<file path="src/rtl/ball_pkg.sv">
// Shared types and helpers for the ball/paddle/brick draw controllers.
// Holds the controller state encoding, bus widths and the edge-clamped position step.
package ball_pkg;

    localparam int COL_W = 3;
    localparam int POS_W = 10;

    typedef enum logic [2:0] {
        ST_INIT,
        ST_IDLE,
        ST_ERASE,
        ST_MOVE,
        ST_DRAW
    } state_t;

    // One-pixel step toward 'up'/down, pinned at 0 and at hi; never wraps.
    function automatic logic [POS_W-1:0] step_clamp(input logic [POS_W-1:0] p,
                                                    input logic             up,
                                                    input logic [POS_W-1:0] hi);
        if (up)
            return (p >= hi) ? hi : p + POS_W'(1);
        else
            return (p == '0) ? '0 : p - POS_W'(1);
    endfunction

endpackage

</file>
<file path="src/rtl/ball_move_ctrl_sq_scan.sv">
// Square scan counter: dx runs 0..SIZE-1 inside dy 0..SIZE-1.
// It moves one position per step and flags the final pixel.
module sq_scan #(
    parameter int SIZE = 4
) (
    input  logic       clk,
    input  logic       resetn,
    input  logic       start,
    input  logic       step,
    output logic [3:0] dx,
    output logic [3:0] dy,
    output logic       last
);

    localparam logic [3:0] LAST = 4'(SIZE - 1);

    // NOTE: sequential state uses <= so every register samples pre-edge values.
    always_ff @(posedge clk or negedge resetn) begin
        if (!resetn) begin
            dx <= '0;
            dy <= '0;
        end else if (start) begin
            dx <= '0;
            dy <= '0;
        end else if (step) begin
            if (dx == LAST) begin
                dx <= '0;
                dy <= (dy == LAST) ? '0 : dy + 4'd1;
            end else begin
                dx <= dx + 4'd1;
            end
        end
    end

    assign last = (dx == LAST) && (dy == LAST);

endmodule

</file>
<file path="src/rtl/ball_move_ctrl.sv">
// One-ball-per-frame sequencer: erase the old square, step x/y, redraw.
// Pixels leave through a valid/ready plot port.
module ball_move_ctrl
    import ball_pkg::*;
#(
    parameter int               MAX_X     = 160,
    parameter int               MAX_Y     = 120,
    parameter int               SIZE      = 4,
    parameter int               START_X   = 78,
    parameter int               START_Y   = 58,
    parameter int               FRAME_DIV = 1,
    parameter logic [COL_W-1:0] BALL_COL  = 3'b111,
    parameter logic [COL_W-1:0] BG_COL    = 3'b000
) (
    input  logic             clk,
    input  logic             resetn,
    input  logic             frame_tick,
    input  logic             enable,
    input  logic             x_dir,
    input  logic             y_dir,
    output logic [POS_W-1:0] x,
    output logic [POS_W-1:0] y,
    output logic [POS_W-1:0] plot_x,
    output logic [POS_W-1:0] plot_y,
    output logic [COL_W-1:0] plot_colour,
    output logic             plot_valid,
    input  logic             plot_ready,
    output logic             busy,
    output logic             moved,
    output logic             overrun
);

    localparam logic [POS_W-1:0] X_HI     = POS_W'(MAX_X - SIZE);
    localparam logic [POS_W-1:0] Y_HI     = POS_W'(MAX_Y - SIZE);
    localparam logic [7:0]       DIV_LAST = 8'(FRAME_DIV - 1);

    state_t     state, next_state;
    logic [7:0] div;
    logic [3:0] dx, dy;
    logic       scan_start, scan_step, scan_last;
    logic       tick_ok;

    sq_scan #(.SIZE(SIZE)) u_scan (
        .clk    (clk),
        .resetn (resetn),
        .start  (scan_start),
        .step   (scan_step),
        .dx     (dx),
        .dy     (dy),
        .last   (scan_last)
    );

    assign tick_ok   = (state == ST_IDLE) && frame_tick && enable;
    assign scan_step = plot_valid && plot_ready;

    always_ff @(posedge clk or negedge resetn) begin
        if (!resetn) state <= ST_INIT;
        else         state <= next_state;
    end

    // NOTE: every always_comb output gets a default first, so no path infers a latch.
    always_comb begin
        next_state = state;
        scan_start = 1'b0;
        case (state)
            ST_INIT: begin
                scan_start = 1'b1;
                next_state = ST_DRAW;
            end
            ST_IDLE: begin
                if (tick_ok && div == DIV_LAST) begin
                    scan_start = 1'b1;
                    next_state = ST_ERASE;
                end
            end
            ST_ERASE: if (scan_step && scan_last) next_state = ST_MOVE;
            ST_MOVE: begin
                scan_start = 1'b1;
                next_state = ST_DRAW;
            end
            ST_DRAW:  if (scan_step && scan_last) next_state = ST_IDLE;
            default:  next_state = ST_INIT;
        endcase
    end

    // Frame divider only counts ticks that could have started a move.
    always_ff @(posedge clk or negedge resetn) begin
        if (!resetn)      div <= '0;
        else if (tick_ok) div <= (div == DIV_LAST) ? '0 : div + 8'd1;
    end

    always_ff @(posedge clk or negedge resetn) begin
        if (!resetn) begin
            x     <= POS_W'(START_X);
            y     <= POS_W'(START_Y);
            moved <= 1'b0;
        end else begin
            moved <= (state == ST_MOVE);
            if (state == ST_MOVE) begin
                x <= step_clamp(x, x_dir, X_HI);
                y <= step_clamp(y, y_dir, Y_HI);
            end
        end
    end

    // Decoded from state so an async reset drops plot_valid without waiting for a clock.
    assign plot_valid  = (state == ST_ERASE) || (state == ST_DRAW);
    assign plot_x      = x + POS_W'(dx);
    assign plot_y      = y + POS_W'(dy);
    assign plot_colour = (state == ST_DRAW) ? BALL_COL : BG_COL;
    assign busy        = (state != ST_IDLE);
    assign overrun     = frame_tick && busy;

endmodule
</file>
<file path="config.mk">
export PLATFORM = sky130hd
export DESIGN_NAME = ball_move_ctrl
export DESIGN_NICKNAME = d
export VERILOG_FILES = /design/src/rtl/ball_pkg.sv /design/src/rtl/ball_move_ctrl_sq_scan.sv /design/src/rtl/ball_move_ctrl.sv
export SDC_FILE = /design/constraint.sdc
export NUM_CORES = 1
export LEC_CHECK = 0
export CELL_PAD_IN_SITES_DETAIL_PLACEMENT = 0
export CELL_PAD_IN_SITES_GLOBAL_PLACEMENT = 2
export CORE_UTILIZATION = 26
export CTS_BUF_LIST = sky130_fd_sc_hd__clkbuf_4 sky130_fd_sc_hd__clkbuf_8 sky130_fd_sc_hd__clkbuf_16
export DETAILED_ROUTE_END_ITERATION = 8
export PLACE_DENSITY_LB_ADDON = 0.1
export SYNTH_ARGS = -nofsm -noshare
export SYNTH_HDL_FRONTEND = slang
export SYNTH_SLANG_ARGS = --single-unit
export TNS_END_PERCENT = 5
</file>
<file path="constraint.sdc">
create_clock -name clk -period 2 [get_ports clk]
set_clock_uncertainty 0.15 [all_clocks]
set_input_delay 0.2 -clock clk [delete_from_list [all_inputs] [get_ports clk]]
set_output_delay 0.2 -clock clk [all_outputs]
set_load 0.01 [all_outputs]
</file>
* After elaboration in Yosys (flattened, before gate mapping)
Index checks and enable logic that the tools add are counted.
** Word-level totals
- Bits of input ports :: 7
- Register bits after elaboration :: 40
** Operators by class
- Equality and inequality tests :: 10
- Mux-type cells :: 21
- Reduce and logical (&&, ||, !) cells :: 17
- $lt $le $gt $ge :: 2
- Add/subtract/negate cells :: 9
** Operator list (count)
- two-way mux 10 bit :: 6
- two-way mux 4 bit :: 7
- adder 10 x 1 -> 10 bit, second input constant :: 2
- adder 10 x 4 -> 10 bit :: 2
- zero test 10 bit :: 2
- subtractor 10 x 1 -> 10 bit, second input constant :: 2
- two-way mux 3 bit :: 4
- case mux 3 bit (4 select lines) :: 1
- greater-or-equal comparator 10 x 7 -> 1 bit, second input constant :: 1
- greater-or-equal comparator 10 x 8 -> 1 bit, second input constant :: 1
- adder 4 x 1 -> 4 bit, second input constant :: 2
- adder 8 x 1 -> 8 bit, second input constant :: 1
- equality test 4 x 2 -> 1 bit, second input constant :: 2
- zero test 8 bit :: 1
- two-way mux 8 bit :: 1
- logical AND 1 bit :: 7
- equality test 3 x 2 -> 1 bit, second input constant :: 2
- inequality test 2 bit, second input constant :: 2
- nonzero test 2 bit :: 2
- equality test 3 x 1 -> 1 bit, second input constant :: 1
- equality test 3 bit, second input constant :: 1
- zero test 3 bit :: 1
- inequality test 3 x 1 -> 1 bit, second input constant :: 1
- AND reduction 3 bit :: 1
- other kinds (6) :: 6

* Longest topological paths before layout
Gate-level depths: netlist of run 1.
- Depth after elaboration :: 8
- Depth in mapped cells :: 6

* Hierarchy
Synthesis of run 1 repeated with hierarchy kept, for this count alone.
** Second synthesis, totals
- Cell total of the unflattened synthesis :: 378
- Area total of the unflattened synthesis :: 3176.8 um^2
** By module, submodules not included
- ball_move_ctrl :: area an instance 2730.1 um^2, instances 1, seq. area each 810.8 um^2, cells each 335
- sq_scan :: area an instance 446.7 um^2, instances 1, seq. area each 200.2 um^2, cells each 43

* Worst setup path after synthesis of run 1
OpenSTA, ideal clock, no wires.
- Path type :: register to output
- Start :: register x[0]
- End :: output port plot_x[6]
- Cell stages (with the launch flop) :: 7
- Arrival :: 1808 ps
- Setup slack :: -158 ps
- Cell sequence :: dfrtp_1 -> ha_1 -> fa_1 -> a21o_1 -> a21oi_1 -> nor2_1 -> xor2_1
** Between the ends
- Word-level cells in the longest chain between the ends :: 1
** Ends and longest elaborated chain
- start, declared :: RTL line ball_move_ctrl.sv:21 : output logic [POS_W-1:0] x,
- start signal, assigned :: RTL line ball_move_ctrl.sv:94 : x <= POS_W'(START_X);
- start signal, assigned :: RTL line ball_move_ctrl.sv:100 : x <= step_clamp(x, x_dir, X_HI);
- adder 10 x 4 -> 10 bit :: RTL line ball_move_ctrl.sv:108 : assign plot_x = x + POS_W'(dx);
- end, declared :: RTL line ball_move_ctrl.sv:23 : output logic [POS_W-1:0] plot_x,
No other way between the ends.

* Worst setup path in the final report of run 1
- Start :: register y[1]
- End :: output port plot_y[7]
** Between the ends
- Word-level cells in the longest chain between the ends :: 1
** Ends and longest elaborated chain
- start, declared :: RTL line ball_move_ctrl.sv:22 : output logic [POS_W-1:0] y,
- start signal, assigned :: RTL line ball_move_ctrl.sv:95 : y <= POS_W'(START_Y);
- start signal, assigned :: RTL line ball_move_ctrl.sv:101 : y <= step_clamp(y, y_dir, Y_HI);
- adder 10 x 4 -> 10 bit :: RTL line ball_move_ctrl.sv:109 : assign plot_y = y + POS_W'(dy);
- end, declared :: RTL line ball_move_ctrl.sv:24 : output logic [POS_W-1:0] plot_y,
No other way between the ends.

==> flow_summary.ini, run 1 <==
[status]
outcome = finished, violations left
violations = setup timing

[grt]
first_global_vias = 3111
globalRouteTotalUtil_pct = 16.08
global_route_wire_length_before_repair_mm = 16.06
sum_of_overflow_across_all_layers_after_global_routing = 0
number_of_antenna_violations_at_the_first_check_in_global_routing = 0
grt_max_degree = 19

[pwr]
design_power_total_mw = 2.664
p_per_area_mw_per_mm2 = 574.6
p_leak_nw = 2.079
clock_power_share_pct = 36.6
switching_share_pct = 28.62
vdd.ir_drop.worst_mv = 0.3822
share_seq_of_total_power_pct = 34.2
combPwrFrac_pct = 29.2
power.internal_mw = 1.901
power.switching_mw = 0.7624

[critical_path]
worst_path_most_repeated_cell = sky130_fd_sc_hd__a21o_1
worst_r2r_endpoint = y[4]
crit_arrival_ns = 2.00
critical_path.max_fanout = 3
critical_register_to_register_path_startpoint = y[0]
reg2reg_slack_ns = -0.06
path_cells = ha_1, a21o_1, a21o_1, a211o_1, o211ai_1, buf_2
crit_path_max_incr_delay_ns = 0.57
startpoint_type_of_the_worst_setup_path = register
count_of_cells_along_the_worst_register_to_register_path = 8
crit_family = compound AO/OA/AOI/OAI gates
cell_with_the_largest_stage_delay_on_the_worst_path = sky130_fd_sc_hd__dfstp_2
worstPathBufferInverterCount = 1
setup.worst_path.end_class = output port
path_class = reg -> out
required_ns = 1.65

[cells_and_area]
antenna_cells_inserted = 0
final_layout_size_suffix_gt1_share_pct = 33.47
post-route-cell-area_sq_mm = 0.004636
multiInputGateArea_sq_mm = 0.002118
layout.filler_cells = 1182
final_net_count = 505
layout-area-overhead-vs-synth_pct = 50.30
final_common_cell = sky130_fd_sc_hd__buf_4
sequential_cell_area_sq_mm = 0.001018
filler_free_cell_count_of_the_finished_design = 624
mostFrequentLayoutCells = 78 x sky130_fd_sc_hd__buf_4, 32 x sky130_fd_sc_hd__nand2_1, 30 x sky130_fd_sc_hd__clkdlybuf4s50_1

[floorplanning]
standard_cell_core_area_sq_mm = 0.01147
initial_utilization_pct = 26.90
die_area_sq_mm = 0.01230
top_level_ports = 54
dieWidth_microns = 110.9
placementRows = 39
overall_die_height_microns = 110.9

[placed_design]
dp_slack_ns = -0.5406
dp_cells = 610
detailed_place.area_sq_mm = 0.004287
dp_hpwl_mm = 7.184
gpl.final_weighted_congestion = 0.8215
port_buffers = 53

[routing]
drtIter0Drc = 170
vias = 3115
drt-pass1-iter-count = 4
drt-total-wl_mm = 9.409
route.detailed.wl_per_inst_microns = 15.08
antenna_violating_nets_post_route = 0
drt_drc_violations_left = 0
drt-vias-per-instance = 4.992

[synthesis]
synthesized_area_fraction_occupied_by_ao_oa_aoi_and_oai_cells_pct = 18.58
post_synth_inst_count = 358
ys_ff_latch = 40
synth_top_area_cell = sky130_fd_sc_hd__dfrtp_1
synth.lib_cells_used.distinct = 60
netlist_area_sq_mm = 0.003084
netlist_top_cells_area = sky130_fd_sc_hd__dfrtp_1 26%, sky130_fd_sc_hd__dfstp_2 6.8%, sky130_fd_sc_hd__ha_1 6.5%
synth_simple_gate_area_share_pct = 26.57
ys_seq_area_share_pct = 32.78
synth_xor_area_share_pct = 7.099
synthArstFlopShare_pct = 100.0
synth_enable_flop_cells = 0
synth_nets = 383
most_frequently_used_flop_master_after_synthesis = sky130_fd_sc_hd__dfrtp_1
synth.yosys.warnings = 0
main_combinational_cell_family_by_area_after_synthesis = simple AND/OR/NAND/NOR gates
synth_adder_area_share_pct = 7.789
synth.avg_cell_area_sq_um = 8.615
synth_top_area_share_pct = 25.96
portion_of_netlist_area_occupied_by_mux_cells_pct = 2.637

[sta]
final.min_clock_period_ns = 2.354
setup_viol_count_final = 15
timing.max_slew.rel_slack_pct = 70.53
clock.fmax_ghz = 0.4248
finalCritPeriodShare_pct = 117.7
timing.final.max_slew_violations = 0
worstMarginPinSlew_ns = 0.4404
post-route-worst-setup-slack_ns = -0.3539
hold_viol = 0
unrepaired_setup_endpoints_after_global_routing = true

[hold_path]
holdCritPathClass = in -> async

[clock_tree]
clkSlewWorstSetupHoldPaths_ns = 0.06
cts-root-buf = sky130_fd_sc_hd__clkbuf_16
clock-sinks = 40
number_of_buffers_created_by_cts = 5
clock_tree_from_tritoncts = yes
htreeDepth = 2
clock_path_buffers = 2
clk_latency_ns = 0.28

[run]
cap_violations = 0
[stage by stage]
step / TNS (ns) / hold slack [ns] / utilization, %
3_5_place_dp: -6.981 / 0.02537 / 37.38
4_1_cts: -4.149 / 0.2580 / 39.86
5_1_grt: -6.060 / 0.2970 / 40.43
6_report: -3.798 / 0.2406 / 40.43
2_1_floorplan: -0.3134 / -0.2456 / -
3_3_place_gp: -6.783 / 0.02220 / 37.38
[registers in the layout, indices dropped and copies added (netlist names)]
| register | flops |
|---|---|
| u_scan.dy | 4 |
| u_scan.dx | 4 |
| state | 3 |
| y | 10 |
| div | 8 |
| moved | 1 |
| x | 10 |
[power groups by stage]
stage               Clock (mW)  Combinational (mW)  Sequential (mW)
finish                   0.975               0.778            0.911
global route              1.04               0.875            0.921
CTS                       1.01               0.805            0.905
detailed placement           0               0.798            0.908
global placement             0               0.790            0.906
floorplan                    0               0.372            0.915
[logic make-up after synthesis]
logic type,after synthesis
and+or+nand+nor,147
AOI/OAI and AO/OA,86
DFF,40
buffers and inverters,34
xor gates and xnor gates,25
adders and majority gates,18
muxes,8
[timing repair]
action                                 CTS  global route
resized for setup                       93            24
endpoints found under the hold margin   15             0
buffers inserted                         5             0
hold buffers                             1             0
pin swaps                               18             5
setup endpoints to repair               27            43
[Yosys cell counts, types with 6 or more instances]
library cell and instances:
sky130_fd_sc_hd__nand2_1 33, sky130_fd_sc_hd__dfrtp_1 32, sky130_fd_sc_hd__nor2_1 22, sky130_fd_sc_hd__nand3_1 21
sky130_fd_sc_hd__o21ai_0 20, sky130_fd_sc_hd__a21oi_1 17, sky130_fd_sc_hd__ha_1 16, sky130_fd_sc_hd__nand4_1 16
sky130_fd_sc_hd__xor2_1 15, sky130_fd_sc_hd__clkbuf_1 14, sky130_fd_sc_hd__inv_1 14, sky130_fd_sc_hd__nor3_1 12
sky130_fd_sc_hd__xnor2_1 10, sky130_fd_sc_hd__and3_1 9, sky130_fd_sc_hd__o211ai_1 9, sky130_fd_sc_hd__dfstp_2 8
sky130_fd_sc_hd__mux2i_1 7, sky130_fd_sc_hd__a21o_1 6
[final cells by class]
| cell class | instances | area share (%) |
|---|---|---|
| sequential | 40 | 21.97 |
| tap | 143 | 3.860 |
| inverter | 14 | 1.188 |
| clock inverter | 2 | 0.8367 |
| clock buffer | 6 | 2.996 |
| timing repair buffer | 135 | 23.45 |
| multi-input combinational | 284 | 45.69 |
[per-layer routing]
layer,vias to the layer above,wire length [microns],global-route usage (%)
li1,1571,-,-
met1,1492,4647,23.15
met4,0,42,2.933
met2,50,4329,25.34
met3,2,389,2.734
met5,-,0,0
[worst max-delay path by stage]
stage | startpoint | to | cells past startpoint
after CTS | x[0] | plot_x[8] | 8
final | y[1] | plot_y[7] | 6
after global routing | u_scan.dy[0] | plot_y[8] | 8
after floorplan | x[0] | plot_x[6] | 6
after global placement | y[0] | plot_y[8] | 7
after detailed placement | y[0] | plot_y[8] | 7
Note: power is estimated with default switching activity, not from simulation.
==> run 2: changes to the inputs <==
--- a/config.mk
+++ b/config.mk
@@ -5,6 +5,7 @@
 export SDC_FILE = /design/constraint.sdc
 export NUM_CORES = 1
 export LEC_CHECK = 0
+export ABC_CLOCK_PERIOD_IN_PS = 2000
 export CELL_PAD_IN_SITES_DETAIL_PLACEMENT = 0
 export CELL_PAD_IN_SITES_GLOBAL_PLACEMENT = 2
 export CORE_UTILIZATION = 26
==> results of run 2 <==
The final DEF is identical to that of run 1; final timing and power are the same.
==> edit: new RTL, flow settings as in run 2 <==
Set the package constant `COL_W` to 6 (it was 3).
--- a/src/rtl/ball_pkg.sv
+++ b/src/rtl/ball_pkg.sv
@@ -2,7 +2,7 @@
 // Holds the controller state encoding, bus widths and the edge-clamped position step.
 package ball_pkg;
 
-    localparam int COL_W = 3;
+    localparam int COL_W = 6;
     localparam int POS_W = 10;
 
     typedef enum logic [2:0] {
Ports: changed (resized plot_colour); port bits go from 54 to 57. The function was not compared with the original's and may differ.
==> edit against run 2 <==
The flow finishes with violations (design-rule violations, negative setup slack); cell area rose by 0.51%; maximum frequency fell by 1.6%; setup slack got worse by 0.037 ns; power fell by 0.78%; sequential cell count did not move; first-iteration DRC count fell by 8.2%; non-clock buffer count fell by 1; area after synthesis rose by 0.85%; critical path type unchanged; wire length barely moved.
==> edit: results (changes against run 2) <==
Util after Layout = 0.405 (was 0.404)
vias in the first global route = 3210 (was 3111)
Placement Cell Area = 0.00432 sq mm (was 0.00429 sq mm)
Iter 0 DRT Violations = 156 (was 170)
final worst setup slack = -0.391 ns (was -0.354 ns)
Sum Neg Setup Slack = -4.00 ns (was -3.80 ns)
multi-input gate count = 287 (was 284)
nets@finish = 507 (was 505)
most area-consuming cells after synthesis = dfrtp_1 (26%), dfstp_2 (6.8%), ha_1 (6.4%) (was dfrtp_1 (26%), dfstp_2 (6.8%), ha_1 (6.5%))
run status = finished, violations left (unchanged)
total track usage = 0.159 (was 0.161)
routed wl met2 = 4500 um (was 4330 um)
Final non-clock buffer share = 0.232 (was 0.235)
filler instances = 1192 (was 1182)
post_cts resized = 89 (was 93)
switching part of the total = 0.286 (about the same)
Critical Path AT = 2.04 ns (was 2.00 ns)
P_int = 1890 uW (was 1900 uW)
First-pass DRT Iterations = 6 (was 4)
first-pass GRT wire length = 16100 um (about the same)
met1 usage = 0.219 (was 0.231)
Avg WL per Cell = 15.0 um (was 15.1 um)
drt total wl = 9400 um (was 9410 um)
share of layout cells above drive strength 1 = 0.333 (was 0.335)
detailed placer's ending HPWL = 7110 um (was 7180 um)
Syn Area/Cell = 8.59 sq um (was 8.62 sq um)
routability congestion estimate = 0.777 (was 0.822)
Repair and plain buffers = 134 (was 135)
final setup fails = 15 (unchanged)
Avg Vias per Cell = 5.05 (was 4.99)
failing checks = design-rule violations, negative setup slack (was negative setup slack)
DRC = 6 (was 0)
peak supply drop = 318 uV (was 382 uV)
Cell variety after synth = 61 (was 60)
Top delay family on crit path = flip-flops (was compound AO/OA/AOI/OAI gates)
## edit: kinds of logic after synthesis
kind of cell             Yosys count  share of synthesized area
AND/OR/NAND/NOR                  147                      0.263
AO/OA/AOI/OAI                     86                      0.184
flip-flops                        40                      0.325
buffers and inverters             37                     0.0523
XOR/XNOR                          25                     0.0704
adder cells (fa/ha/maj)           18                     0.0772
multiplexers                       8                     0.0261
other                              1                    0.00121
## edit: path summary, 6_finish.rpt
kind                               startpoint                  endpoint  slack (ns)  cells past startpoint
max                          x[1]$_DFFE_PN1P_                 plot_x[9]       -0.39                      8
min                                    resetn  u_scan.dx[3]$_DFFE_PN0P_        0.25                      2
max reg2reg                  y[0]$_DFFE_PN0P_          y[4]$_DFFE_PN1P_       -0.13                      8
min reg2reg                div[7]$_DFFE_PN0P_        div[7]$_DFFE_PN0P_        0.32                      1
max in group asynchronous              resetn          y[4]$_DFFE_PN1P_        0.89                      3
min in group clk           div[7]$_DFFE_PN0P_        div[7]$_DFFE_PN0P_        0.32                      1
